**config.mk**
```make
export PLATFORM = sky130hd
export DESIGN_NAME = seq_divider
export DESIGN_NICKNAME = d
export VERILOG_FILES = /design/src/rtl/seq_divider_pkg.sv /design/src/rtl/div_step.sv /design/src/rtl/seq_divider.sv
export SDC_FILE = /design/constraint.sdc
export NUM_CORES = 1
export LEC_CHECK = 0
export CORE_AREA = 5 5 88 66
export DETAILED_ROUTE_END_ITERATION = 10
export DIE_AREA = 0 0 93 71
export SYNTH_ARGS = -nofsm -noshare
export SYNTH_HDL_FRONTEND = slang
export SYNTH_SLANG_ARGS = --single-unit
```
**constraint.sdc**
```tcl
create_clock -name clk -period 2.8 [get_ports clk]
set_clock_uncertainty 0.2 [all_clocks]
set_input_delay 0.28 -clock clk [delete_from_list [all_inputs] [get_ports clk]]
set_output_delay 0.28 -clock clk [all_outputs]
set_load 0.005 [all_outputs]
```
**src/rtl/seq_divider_pkg.sv**
```systemverilog
// -----------------------------------------------------------------------------
// seq_divider_pkg
// Shared definitions for the sequential restoring divider:
//   - state_e      : controller states (IDLE, RUN, DONE)
//   - DEF_DW/DEF_VW: default dividend/quotient and divisor/remainder widths
// -----------------------------------------------------------------------------
package seq_divider_pkg;

   localparam int DEF_DW = 8;
   localparam int DEF_VW = 4;

   typedef enum logic [1:0] {
      ST_IDLE = 2'd0,
      ST_RUN  = 2'd1,
      ST_DONE = 2'd2
   } state_e;

endpackage

```
**src/rtl/div_step.sv**
```systemverilog
// -----------------------------------------------------------------------------
// div_step
// One combinational restoring-division step.
// Ports:
//   rem_i  [VW:0]   partial remainder entering the step
//   bit_i           next dividend bit (MSB first)
//   dvs_i  [VW-1:0] divisor
//   rem_o  [VW:0]   partial remainder leaving the step
//   q_o             quotient bit produced by the step
// -----------------------------------------------------------------------------
module div_step #(
   parameter int VW = 4
) (
   input  logic [VW:0]   rem_i,
   input  logic          bit_i,
   input  logic [VW-1:0] dvs_i,
   output logic [VW:0]   rem_o,
   output logic          q_o
);

   localparam int RW = VW + 1;

   // Shift is kept one bit wider than the remainder so the compare sees every
   // bit; for a nonzero divisor the result always fits back into RW bits.
   logic [RW:0] sh;
   logic [RW:0] dvs_x;

   always_comb begin
      sh    = {rem_i, bit_i};
      dvs_x = {2'b00, dvs_i};
      q_o   = (sh >= dvs_x);
      rem_o = q_o ? RW'(sh - dvs_x) : sh[VW:0];
   end

endmodule

```
**src/rtl/seq_divider.sv**
```systemverilog
// -----------------------------------------------------------------------------
// seq_divider
// Unsigned sequential restoring divider, one quotient bit per cycle, DW cycles.
// Ports:
//   clk, rst              clock, synchronous active-high reset
//   start                 request; accepted when idle or done
//   dividend [DW-1:0]     sampled at accept
//   divisor  [VW-1:0]     sampled at accept
//   busy                  high while iterating
//   done                  one-cycle pulse when results update
//   quotient [DW-1:0]     held until next done
//   remainder[VW-1:0]     held until next done
//   div_by_zero           set with done when the sampled divisor was zero
// -----------------------------------------------------------------------------
module seq_divider
   import seq_divider_pkg::*;
#(
   parameter int DW = DEF_DW,
   parameter int VW = DEF_VW
) (
   input  logic          clk,
   input  logic          rst,
   input  logic          start,
   input  logic [DW-1:0] dividend,
   input  logic [VW-1:0] divisor,
   output logic          busy,
   output logic          done,
   output logic [DW-1:0] quotient,
   output logic [VW-1:0] remainder,
   output logic          div_by_zero
);

   localparam int CW = (DW > 1) ? $clog2(DW) : 1;

   state_e        state_q, state_d;
   logic [CW-1:0] cnt_q, cnt_d;
   logic [DW-1:0] dvd_q, dvd_d;      // dividend, shifted left each step
   logic [VW-1:0] dvs_q, dvs_d;
   logic [VW:0]   rem_q, rem_d;      // working partial remainder
   logic [DW-1:0] quo_q, quo_d;      // working quotient
   logic [DW-1:0] quotient_q, quotient_d;
   logic [VW-1:0] remainder_q, remainder_d;
   logic          dbz_q, dbz_d;
   logic          busy_q, busy_d;
   logic          done_q, done_d;

   logic [VW:0]   step_rem;
   logic          step_q;

   div_step #(.VW(VW)) u_step (
      .rem_i (rem_q),
      .bit_i (dvd_q[DW-1]),
      .dvs_i (dvs_q),
      .rem_o (step_rem),
      .q_o   (step_q)
   );

   always_comb begin
      state_d     = state_q;
      cnt_d       = cnt_q;
      dvd_d       = dvd_q;
      dvs_d       = dvs_q;
      rem_d       = rem_q;
      quo_d       = quo_q;
      quotient_d  = quotient_q;
      remainder_d = remainder_q;
      dbz_d       = dbz_q;
      busy_d      = 1'b0;
      done_d      = 1'b0;

      unique case (state_q)
         ST_IDLE, ST_DONE: begin
            if (start) begin
               dvd_d   = dividend;
               dvs_d   = divisor;
               rem_d   = '0;
               quo_d   = '0;
               cnt_d   = CW'(DW - 1);
               state_d = ST_RUN;
               busy_d  = 1'b1;
            end else begin
               state_d = ST_IDLE;
            end
         end
         ST_RUN: begin
            // start is deliberately not looked at here
            dvd_d = {dvd_q[DW-2:0], 1'b0};
            rem_d = step_rem;
            quo_d = {quo_q[DW-2:0], step_q};
            if (cnt_q == '0) begin
               state_d    = ST_DONE;
               done_d     = 1'b1;
               quotient_d = {quo_q[DW-2:0], step_q};
               // With a zero divisor every step sets its quotient bit, so the
               // quotient is naturally all-ones; only the remainder is forced.
               dbz_d       = (dvs_q == '0);
               remainder_d = (dvs_q == '0) ? '0 : step_rem[VW-1:0];
            end else begin
               cnt_d  = cnt_q - 1'b1;
               busy_d = 1'b1;
            end
         end
         default: state_d = ST_IDLE;
      endcase
   end

   always_ff @(posedge clk) begin
      if (rst) begin
         state_q     <= ST_IDLE;
         cnt_q       <= '0;
         dvd_q       <= '0;
         dvs_q       <= '0;
         rem_q       <= '0;
         quo_q       <= '0;
         quotient_q  <= '0;
         remainder_q <= '0;
         dbz_q       <= 1'b0;
         busy_q      <= 1'b0;
         done_q      <= 1'b0;
      end else begin
         state_q     <= state_d;
         cnt_q       <= cnt_d;
         dvd_q       <= dvd_d;
         dvs_q       <= dvs_d;
         rem_q       <= rem_d;
         quo_q       <= quo_d;
         quotient_q  <= quotient_d;
         remainder_q <= remainder_d;
         dbz_q       <= dbz_d;
         busy_q      <= busy_d;
         done_q      <= done_d;
      end
   end

   assign busy        = busy_q;
   assign done        = done_q;
   assign quotient    = quotient_q;
   assign remainder   = remainder_q;
   assign div_by_zero = dbz_q;

endmodule

```
==> After elaboration in Yosys (flattened, before gate mapping) <==
Index checks and enable logic that the tools add are counted.
{ "classes": {"n_addsub": 2, "n_mul": 0, "div": 0, "n_lt_le_gt_ge": 1, "eq_ne": 5, "shifts": 0, "n_mux": 18, "bitwise_logic": 1, "reduce_logical": 10} }
{ "ops": {"columns": ["operator", "n"], "rows": [
  ["one-hot mux 8 bit (2 select lines)", 1],
  ["one-hot mux 7 bit (2 select lines)", 1],
  ["two-way mux 5 bit", 2],
  ["one-hot mux 5 bit (2 select lines)", 1],
  ["two-way mux 8 bit", 1],
  ["two-way mux 7 bit", 1],
  ["greater-or-equal comparator 6 x 4 -> 1 bit", 1],
  ["two-way mux 3 bit", 2],
  ["!= test 2 bit (second input constant)", 3],
  ["one-hot mux 3 bit (2 select lines)", 1],
  ["AND reduction 2 bit", 3],
  ["subtractor 5 x 4 -> 5 bit", 1],
  ["logical NOT 4 bit", 1],
  ["two-way mux 1 bit", 4],
  ["two-way mux 4 bit", 1],
  ["one-hot mux 2 bit (2 select lines)", 1],
  ["OR reduction 2 bit", 2],
  ["logical NOT 3 bit", 1],
  ["AND reduction 3 bit", 1],
  ["subtractor 3 x 1 -> 3 bit (second input constant)", 1],
  ["equality test 2 x 1 -> 1 bit (second input constant)", 1],
  ["equality test 2 bit (second input constant)", 1],
  ["logical NOT 2 bit", 1],
  ["two-way mux 2 bit", 1],
  ["other kinds (3)", 3]
]} }
{ "totals": {"regBits": 44, "latch_bits": 0, "ram_bits": 0, "rom_bits": 0, "inputBits": 15, "output_inout_bits": 15, "wordCells": 48, "n_memories": 0} }

==> Depth between registers and ports, before layout <==
Gate-level depths: netlist of run 1.
{ "depth": {"depth_word": 4, "mapped_depth": 8} }

==> By module <==
Synthesis of run 1 repeated with hierarchy kept, for this count alone.
{ "hier_totals": {"cells_unflattened": 234, "hier_area_um2": 1941.9} }
{ "modules_own_cells": {"columns": ["module", "instances", "cells_per_inst", "area_each_um2", "seq_area_each_um2"], "rows": [
  ["seq_divider", 1, 205, 1707.9, 880.8],
  ["div_step", 1, 29, 234.0, 0.0]
]} }

==> Least setup slack after synthesis of run 1 <==
No wires, ideal clock.
{ "synth_path": {"path_kind": "reg2reg", "from": "register dvd_q[7]", "to": "register rem_q[4]", "setup_ns": 0.079, "t_arrival_ns": 1.661, "slack_ns": 0.860, "stages_incl_launch_ff": 9, "period_less_slack_ns": 1.940, "path_cell_list": "dfxtp_1 inv_1 ha_1 inv_1 fa_1 nand3_1 nand2_1 or3_1 a211oi_2"} }
{ "synth_between": {"elab_chain_len": 3, "elab_cells_between_ends": 4, "cone_classes": "add/sub (1); order compare (1); mux (2)"} }
{ "synth_lines": {"columns": ["item", "line_no", "text"], "rows": [
  ["from (decl)", "seq_divider.sv:37", "logic [DW-1:0] dvd_q, dvd_d;"],
  ["from (signal assigned)", "seq_divider.sv:123", "dvd_q <= dvd_d;"],
  ["subtractor 5 x 4 -> 5 bit or greater-or-equal comparator 6 x 4 -> 1 bit (tied branches)", "div_step.sv:32, div_step.sv:31", null],
  ["two-way mux 5 bit (*)", "div_step.sv:32", "rem_o = q_o ? RW'(sh - dvs_x) : sh[VW:0];"],
  ["one-hot mux 5 bit (2 select lines) (*)", "seq_divider.sv:71", "unique case (state_q)"],
  ["to (signal assigned)", "seq_divider.sv:125", "rem_q <= rem_d;"],
  ["to (decl)", "seq_divider.sv:39", "logic [VW:0] rem_q, rem_d;"]
]} }
Mark *: on every way between the ends. The rest lies on a longest branch, timed or not.
A chain may end at the register's enable or synchronous reset.

==> Worst setup path after layout of run 1 <==
Same ends and word-level chain as after synthesis.

==> results of run 1 <==
==> placed cells by master (no fill, tap or decap), drive strengths merged <==
cell,n
inv,8
a21boi,1
and4bb,1
nand4bb,1
o211ai,2
xnor2,1
nor2,23
a22oi,7
ha,6
o31ai,6
o2111ai,1
bufinv,1
o221ai,1
and2,3
o22ai,6
xor2,1
mux2i,1
fa,1
nand3b,1
buf,3
nand2,38
a32oi,1
a21oi,22
and2b,1
nor3b,1
or4,1
a311oi,2
o21ai,1
a211oi,2
clkdlybuf4s50,29
nand2b,3
nor2b,1
dfxtp,44
nand4,3
or3,1
nand3,3
clkbuf,7
nor3,11
o31a,1
==> metal layers <==
layer	GRT usage (%)	wire, µm
met5	0	0
met4	3.41	25
met1	20.9	2320
met3	3.72	261
met2	18.3	1730
==> worst max-delay path, cell delays in order, from the launching register on <==
cell and delay [ns]:
dfxtp_1 0.32, inv_1 0.07, ha_1 0.16, inv_1 0.05, fa_1 0.39, nand3_1 0.10
nand2_1 0.17, or3_1 0.41, a211oi_2 0.17
==> Yosys cell counts (all sizes together), types with 2 or more instances <==
master  instances  area, µm²
nand3           3       15.0
a22oi           7       52.6
nor2           23       88.8
o31ai           6       45.0
o211ai          2       15.0
inv             8       30.0
nand2b          3       18.8
a21oi          22        110
clkbuf          6       22.5
nand2          38        145
nor3           11       55.1
buf             5       25.0
o22ai           6       37.5
nand4           3       18.8
a211oi          2       20.0
a311oi          2       17.5
and2            3       21.3
dfxtp          44        881
ha              6       75.1
==> flip-flops by register name (all words and copies together), names as in the netlist <==
| name | cells |
|---|---|
| done | 1 |
| cnt_q | 3 |
| quotient | 8 |
| remainder | 4 |
| div_by_zero | 1 |
| rem_q | 5 |
| quo_q | 7 |
| dvd_q | 8 |
| state_q | 2 |
| busy | 1 |
| dvs_q | 4 |
==> worst paths after layout <==
check	startpoint	depth (start not counted)	end
setup / recovery	dvd_q[7]	8	rem_q[4]
hold / removal	quotient[2]	2	quotient[2]
setup reg to reg	dvd_q[7]	8	rem_q[4]
hold reg to reg	quotient[2]	2	quotient[2]
==> power groups by stage <==
stage	combinational (mW)	clock (mW)	sequential (mW)
finish	0.359	0.529	0.706
global route	0.401	0.569	0.713
CTS	0.355	0.546	0.706
detailed placement	0.354	0	0.720
global placement	0.350	0	0.720
floorplan	0.252	0	0.712
==> cells by family after synthesis <==
logic type	count (synthesis)	share of synthesized area [%]
AO/OA/AOI/OAI	53	18.4
XOR/XNOR	2	0.934
adder cells (fa/ha/maj)	7	5.07
buffers and inverters	19	4.14
flip-flops	44	47.0
multiplexers	1	0.534
AND/OR/NAND/NOR	92	24.0
==> cell type report <==
cell class                 count  share of cell area (%)
clock buffer                   7                    4.11
inverter                       8                    1.28
timing repair buffer          32                    13.4
tap                           60                    3.21
sequential                    44                    37.6
multi-input combinational    155                    39.2
clock inverter                 1                    1.28
==> results_dict.tcl, run 1 <==
set metrics [dict create \
    status "complete, no violations" \
    clkPwrFrac_pct 33.2 \
    drv_cap 0 \
    max-vdd-ir-drop_v 0.000201 \
    clock_latency_ns 0.30 \
    avgRoutedWirePerCell_um 14.1 \
    cts_tree "done" \
    drv_slew 0 \
    die_area_mm2 0.00660 \
    drtIter0Drc 110 \
    antenna_found_initial 0 \
    yosysUniqueCellTypes 41 \
    design_area_mm2 0.00234 \
    synth_nets 240 \
    start_util_pct 37.9 \
    synth_cells 218 \
    dp_slack_ns 0.506 \
    clockBufferDepth 2 \
    startpoint_type "register" \
    dpl_cell_area_mm2 0.00222 \
    synthArstFlopShare_pct 0 \
    hpwl_um 3090 \
    area_growth_pct 24.9 \
    hp-class "register to register" \
    routed_wl_um 4340 \
    switching_share_pct 29.3 \
    avgSynthCellArea_um2 8.60 \
    worst_slack_ns 0.703 \
    fin_tns_setup_ns 0 \
    crit_type "register to register" \
    grt_pass1_wl_um 7140 \
    synth_edf_count 0 \
    drc 0 \
    p_leak_nw 0.845 \
    cp-end-kind "register" \
    grt_setup_unrepaired "no" \
    clkTransAtPathRegs_ns 0.09 \
    setup_viol 0 \
    synth_area_mm2 0.00188 \
    multi_input_area_um2 917 \
    fin_util_pct 47.3 \
    timing.fmax_mhz 477 \
    die_y_um 71 \
    worstMarginPinSlew_ns 0.783 \
    htreeDepth 2 \
    ys_warn_count 0 \
    r2r_slack_ns 0.70 \
    cts_root_buffer "clkbuf_8" \
    cp.required_ns 2.83 \
    cts.repair.resized 0 \
    num_rows 22 \
    final-hold-violation-count 0 \
    hold_buffers 0 \
    seqCellArea_um2 881 \
    crit_fanout 8 \
    ys_seq_elements 44 \
    worstPathArrival_ns 2.13 \
    core_area_mm2 0.00495 \
    comb_power_share_pct 22.5 \
    first_global_vias 1457 \
    synth_ff_type "dfxtp_1" \
    max-slew-margin-rel_pct 47.6 \
    vias_per_cell 5.27 \
    diodes 0 \
    post_cts_buffers 0 \
    n_fill_cell 516 \
    die_w_um 93 \
    netSwitchingPower_mw 0.467 \
    powerDensity_mw_per_mm2 681 \
    layout-drive-gt1-share_pct 7.29 \
    clock-sinks 44 \
    seq_area_frac_synth_pct 47.0 \
    postRouteAntennaNets 0 \
    fin_crit_ns 2.10 \
    gp_congestion 0.872 \
    placed_cells 299 \
    nets 268 \
    firstDrtPassIters 4 \
    fin_total_pwr_mw 1.59 \
    seqPwrFrac_pct 44.3 \
    p_int_mw 1.13 \
    finalCritPeriodShare_pct 74.9 \
    grt_max_degree 17 \
    track_usage_pct 13.5 \
    grt.overflow.total 0 \
    ios 30 \
    finalNonFillerCells 307 \
    dr_total_vias 1618 \
    whs_ns 0.256 \
    cts_buffers 5 \
    port_buffers 29 \
]
(Power assumes the default switching activity.)
==> run 2, diff against run 1 <==
Clock period 2.8 ns to 2.13 ns, I/O delays scaled along.
==> run 2 against run 1 <==
Compared with the run above:
- die area unchanged
- hold slack better by 0.0014 ns
- global-route usage down 0.20 points
- non-clock buffer count up 5
- final area up 0.85%
- wire length down 3.3%
- critical path depth unchanged
- core utilization up 0.40 points
- first-iteration DRC count down 4.5%
- critical path type unchanged
==> results_dict.tcl, run 2 (synthesis results as in run 1) <==
set metrics [dict create \
    worstMarginPinSlew_ns 0.498 \
    track_usage_pct 13.3 \
    clock_latency_ns 0.29 \
    seqPwrFrac_pct 47.6 \
    cts_buffers 5 \
    layout-drive-gt1-share_pct 9.92 \
    hpwl_um 3070 \
    nets 273 \
    core_area_mm2 0.00495 \
    drv_cap 0 \
    post_cts_buffers 0 \
    p_leak_nw 0.859 \
    die_area_mm2 0.00660 \
    comb_power_share_pct 25.2 \
    n_fill_cell 502 \
    final-hold-violation-count 0 \
    die_y_um 71 \
    max-vdd-ir-drop_v 0.000254 \
    first_global_vias 1461 \
    timing.fmax_mhz 496 \
    drv_slew 0 \
    ff2ff_path_depth 8 \
    grt_pass1_wl_um 7100 \
    gp_congestion 0.867 \
    grt_setup_unrepaired "no" \
    clockBufferDepth 2 \
    die_w_um 93 \
    cp-end-kind "register" \
    dp_slack_ns 0.0344 \
    fin_tns_setup_ns 0 \
    cts_root_buffer "clkbuf_8" \
    routed_wl_um 4190 \
    setup_viol 0 \
    final_cell_mix "dfxtp_1, nand2_1, clkdlybuf4s50_1" \
    clkPwrFrac_pct 27.2 \
    multi_input_area_um2 936 \
    max-slew-margin-rel_pct 66.5 \
    clock-sinks 44 \
    clkTransAtPathRegs_ns 0.08 \
    drc 0 \
    htreeDepth 2 \
    seqCellArea_um2 881 \
    finalCritPeriodShare_pct 94.6 \
    crit_fanout 8 \
    start_util_pct 37.9 \
    port_buffers 29 \
    whs_path_depth 2 \
    crit_type "register to register" \
    grt.overflow.total 0 \
    netSwitchingPower_mw 0.592 \
    fin_total_pwr_mw 1.95 \
    num_rows 22 \
    hp-class "register to register" \
    firstDrtPassIters 4 \
    worstPathArrival_ns 2.03 \
    ios 30 \
    switching_share_pct 30.4 \
    postRouteAntennaNets 0 \
    dr_total_vias 1608 \
    cp.required_ns 2.14 \
    grt_max_degree 19 \
    p_int_mw 1.36 \
    status "complete, no violations" \
    worst_slack_ns 0.115 \
    drtIter0Drc 105 \
    powerDensity_mw_per_mm2 825 \
    avgRoutedWirePerCell_um 13.4 \
    area_growth_pct 26.0 \
    startpoint_type "register" \
    cts_tree "done" \
    diodes 0 \
    antenna_found_initial 0 \
    fin_crit_ns 2.01 \
    vias_per_cell 5.15 \
    final_common_cell "dfxtp_1" \
]
run 2: final timing paths:
check,slack (ns),to,start
setup / recovery,0.12,rem_q[4],dvd_q[7]
hold / removal,0.26,quotient[1],quotient[1]
setup reg to reg,0.12,rem_q[4],dvd_q[7]
hold reg to reg,0.26,quotient[1],quotient[1]
run 2: final cells by class:
class                   count  area share, %
multi-input cells         155           39.6
well taps                  60           3.18
clock buffers               8           3.81
repair buffers             37           14.8
inverters                   8           1.27
flip-flops and latches     44           37.3
run 2: critical path, cell delays in order (launching register included):
cell and delay (ns):
dfxtp_1 0.32, inv_1 0.07, ha_1 0.15, inv_1 0.05, fa_1 0.40, nand3_2 0.11
nand2_4 0.08, or3_1 0.38, a211oi_2 0.17
run 2: per-layer routing:
metal	global-route usage [%]	vias to the layer above	part of all wire, %
li1	-	829	-
met1	20.5	733	53
met2	17.9	41	40
met3	4.04	5	6.0
met4	3.41	0	0.86
met5	0	-	0
run 2: timing repair:
| item | in CTS | in global routing |
|---|---|---|
| hold buffers | 0 | 0 |
| setup endpoints to repair | 0 | 9 |
| gates resized for setup | 0 | 5 |
run 2: through the flow:
step                area [µm²]  std cells  hold slack (ns)  util [%]
floorplan                 1880        218            0.149         -
global placement          2250        304            0.246      45.5
detailed placement        2250        304            0.250      45.5
CTS                       2340        312            0.261      47.3
global route              2360        312            0.270      47.7
finish                    2360        312            0.258      47.7
run 2: power by group through the flow:
stage	combinational (mW)	sequential, mW	clock, mW
global placement	0.473	0.946	0
detailed placement	0.471	0.946	0
global route	0.555	0.937	0.587
floorplan	0.332	0.936	0
CTS	0.473	0.927	0.548
finish	0.490	0.927	0.530
==> run 3, diff against run 2 <==
Settings changed: CAP_MARGIN from default to 10.
Clock period 2.13 ns to 2.1 ns, I/O delays scaled along.
==> run 3 against run 2 <==
Compared with the run above:
- clock-buffer cell count decreased by 2
- first-iteration DRC count fell by 21%
- sequential power is 2% higher
- wire length up 0.86%
- global-route usage increased by 0.48 points
- final cell count is the same
- hold slack lost 0.0034 ns
- die area unchanged
- via count down 0.31%
- combinational power up 2%
- largest power group unchanged
- highest routed layer unchanged
==> results_dict.tcl, run 3 (synthesis results as in run 1) <==
set metrics [dict create \
    path_depth 8 \
    drc 0 \
    status "complete, no violations" \
    fin_total_pwr_mw 1.93 \
    clockBufferDepth 2 \
    worstPathArrival_ns 1.94 \
    n_fill_cell 501 \
    p_leak_nw 0.857 \
    htreeDepth 2 \
    antenna_found_initial 0 \
    cts_root_buffer "clkbuf_8" \
    port_buffers 29 \
    first_global_vias 1489 \
    netSwitchingPower_mw 0.602 \
    nets 274 \
    finalNonFillerCells 312 \
    cpLargestDelayFamily "simple AND/OR/NAND/NOR gates" \
    clkPwrFrac_pct 25.6 \
    seqCellArea_um2 881 \
    avgRoutedWirePerCell_um 13.6 \
    diodes 0 \
    crit_fanout 8 \
    max_stage_delay_ns 0.37 \
    area_growth_pct 25.7 \
    clock-sinks 44 \
    multi_input_area_um2 936 \
    p_int_mw 1.33 \
    drtIter0Drc 83 \
    dpl_cell_area_mm2 0.00226 \
    worstReg2RegEnd "rem_q[4]" \
    powerDensity_mw_per_mm2 820 \
    track_usage_pct 13.8 \
    firstDrtPassIters 4 \
    dr_total_vias 1603 \
    crit_type "register to register" \
    timing.fmax_mhz 519 \
    worstMarginPinSlew_ns 0.495 \
    max-slew-margin-rel_pct 66.7 \
    final-hold-violation-count 0 \
    cp.required_ns 2.12 \
    critical_path.slowest_cell "or3_1" \
    drv_cap 0 \
    fin_crit_ns 1.93 \
    final_cell_mix "dfxtp_1, nand2_1, clkdlybuf4s50_1" \
    routed_wl_um 4230 \
    clkTransAtPathRegs_ns 0.08 \
    postRouteAntennaNets 0 \
    die_area_mm2 0.00660 \
    finalCritPeriodShare_pct 91.7 \
    placed_cells 305 \
    hpwl_um 3130 \
    fin_tns_setup_ns 0 \
    r2r_slack_ns 0.17 \
    ff2ff_path_depth 8 \
    seqPwrFrac_pct 48.7 \
    grt_pass1_wl_um 7310 \
    startpoint_type "register" \
    critPathBufInv 2 \
    path_common_cell "inv_1" \
    max-vdd-ir-drop_v 0.000332 \
    post_cts_buffers 0 \
    hold_buffers 0 \
    comb_power_share_pct 25.8 \
    die_y_um 71 \
    cts_tree "done" \
    design_area_mm2 0.00236 \
    switching_share_pct 31.2 \
    ios 30 \
    cp-end-kind "register" \
    grt.overflow.total 0 \
    vias_per_cell 5.14 \
    hp-class "register to register" \
    dp_slack_ns 0.0203 \
    num_rows 22 \
    layout-drive-gt1-share_pct 10.3 \
    rr_startpoint "dvd_q[7]" \
    gp_congestion 0.878 \
    setup_viol 0 \
    crit_start "dvd_q[7]" \
    die_w_um 93 \
    crit_path_cell_trace "inv_1, ha_1, inv_1, fa_2, nand3_2, nand2_4, or3_1, a211oi_2" \
    worst_slack_ns 0.174 \
    final_common_cell "dfxtp_1" \
    cts_buffers 5 \
    grt_setup_unrepaired "no" \
    drv_slew 0 \
    cp-endpoint "rem_q[4]" \
    clock_latency_ns 0.29 \
    core_area_mm2 0.00495 \
    start_util_pct 37.9 \
    grt_max_degree 19 \
]
[run 3: changes by cell type in the layout (fill, tap and decap cells not counted), sizes merged]
| cell | previous run | this run |
|---|---|---|
| clkinv | 0 | 1 |
| buf | 8 | 9 |
| clkbuf | 8 | 6 |
[run 3: cell type report]
type / count / area share (%)
clock buffers: 6 / 3.08
well taps: 60 / 3.18
flip-flops and latches: 44 / 37.4
repair buffers: 38 / 15.2
multi-input cells: 155 / 39.7
clock inverters: 1 / 0.212
inverters: 8 / 1.27
[run 3: how the worst min path moves through the flow]
stage	from	depth (start not counted)	slack, ns	end
final	quotient[1]	2	0.25	quotient[1]
after global routing	quotient[3]	2	0.28	quotient[3]
after CTS	quotient[1]	2	0.26	quotient[1]
after detailed placement	quotient[1]	2	0.25	quotient[1]
after global placement	quotient[1]	2	0.24	quotient[1]
after floorplan	divisor[3]	2	0.15	dvs_q[3]
[run 3: per-layer routing]
metal	routed length, µm	vias to the layer above	global-route usage (%)
met3	221	5	4.57
met4	32	0	3.41
met2	1670	35	18.5
li1	-	827	-
met1	2310	736	21.0
met5	0	-	0
[run 3: repair_timing]
item	4_1_cts	5_1_grt
gates resized for setup	1	4
pin swaps	0	0
endpoints found under the setup margin	1	6
hold endpoints to repair	0	0
[run 3: stage by stage]
stage               hold WS, ns  utilization [%]
finish                    0.254             47.6
CTS                       0.259             47.2
detailed placement        0.248             45.6
global placement          0.244             45.6
floorplan                 0.146                -
global route              0.278             47.6
[run 3: power groups by stage]
| stage | combinational (mW) | sequential (mW) | clock (mW) |
|---|---|---|---|
| global route | 0.564 | 0.951 | 0.552 |
| CTS | 0.489 | 0.940 | 0.515 |
| finish | 0.498 | 0.941 | 0.494 |
| detailed placement | 0.484 | 0.959 | 0 |
| global placement | 0.483 | 0.959 | 0 |
| floorplan | 0.337 | 0.949 | 0 |
[run 3: worst reg2reg max path: cells and delay by family, from the launching register on]
family,cells,cell delay (ns)
AND/OR/NAND/NOR,3,0.54
flip-flops,1,0.32
adder cells (fa/ha/maj),2,0.50
buffers and inverters,2,0.12
AO/OA/AOI/OAI,1,0.17
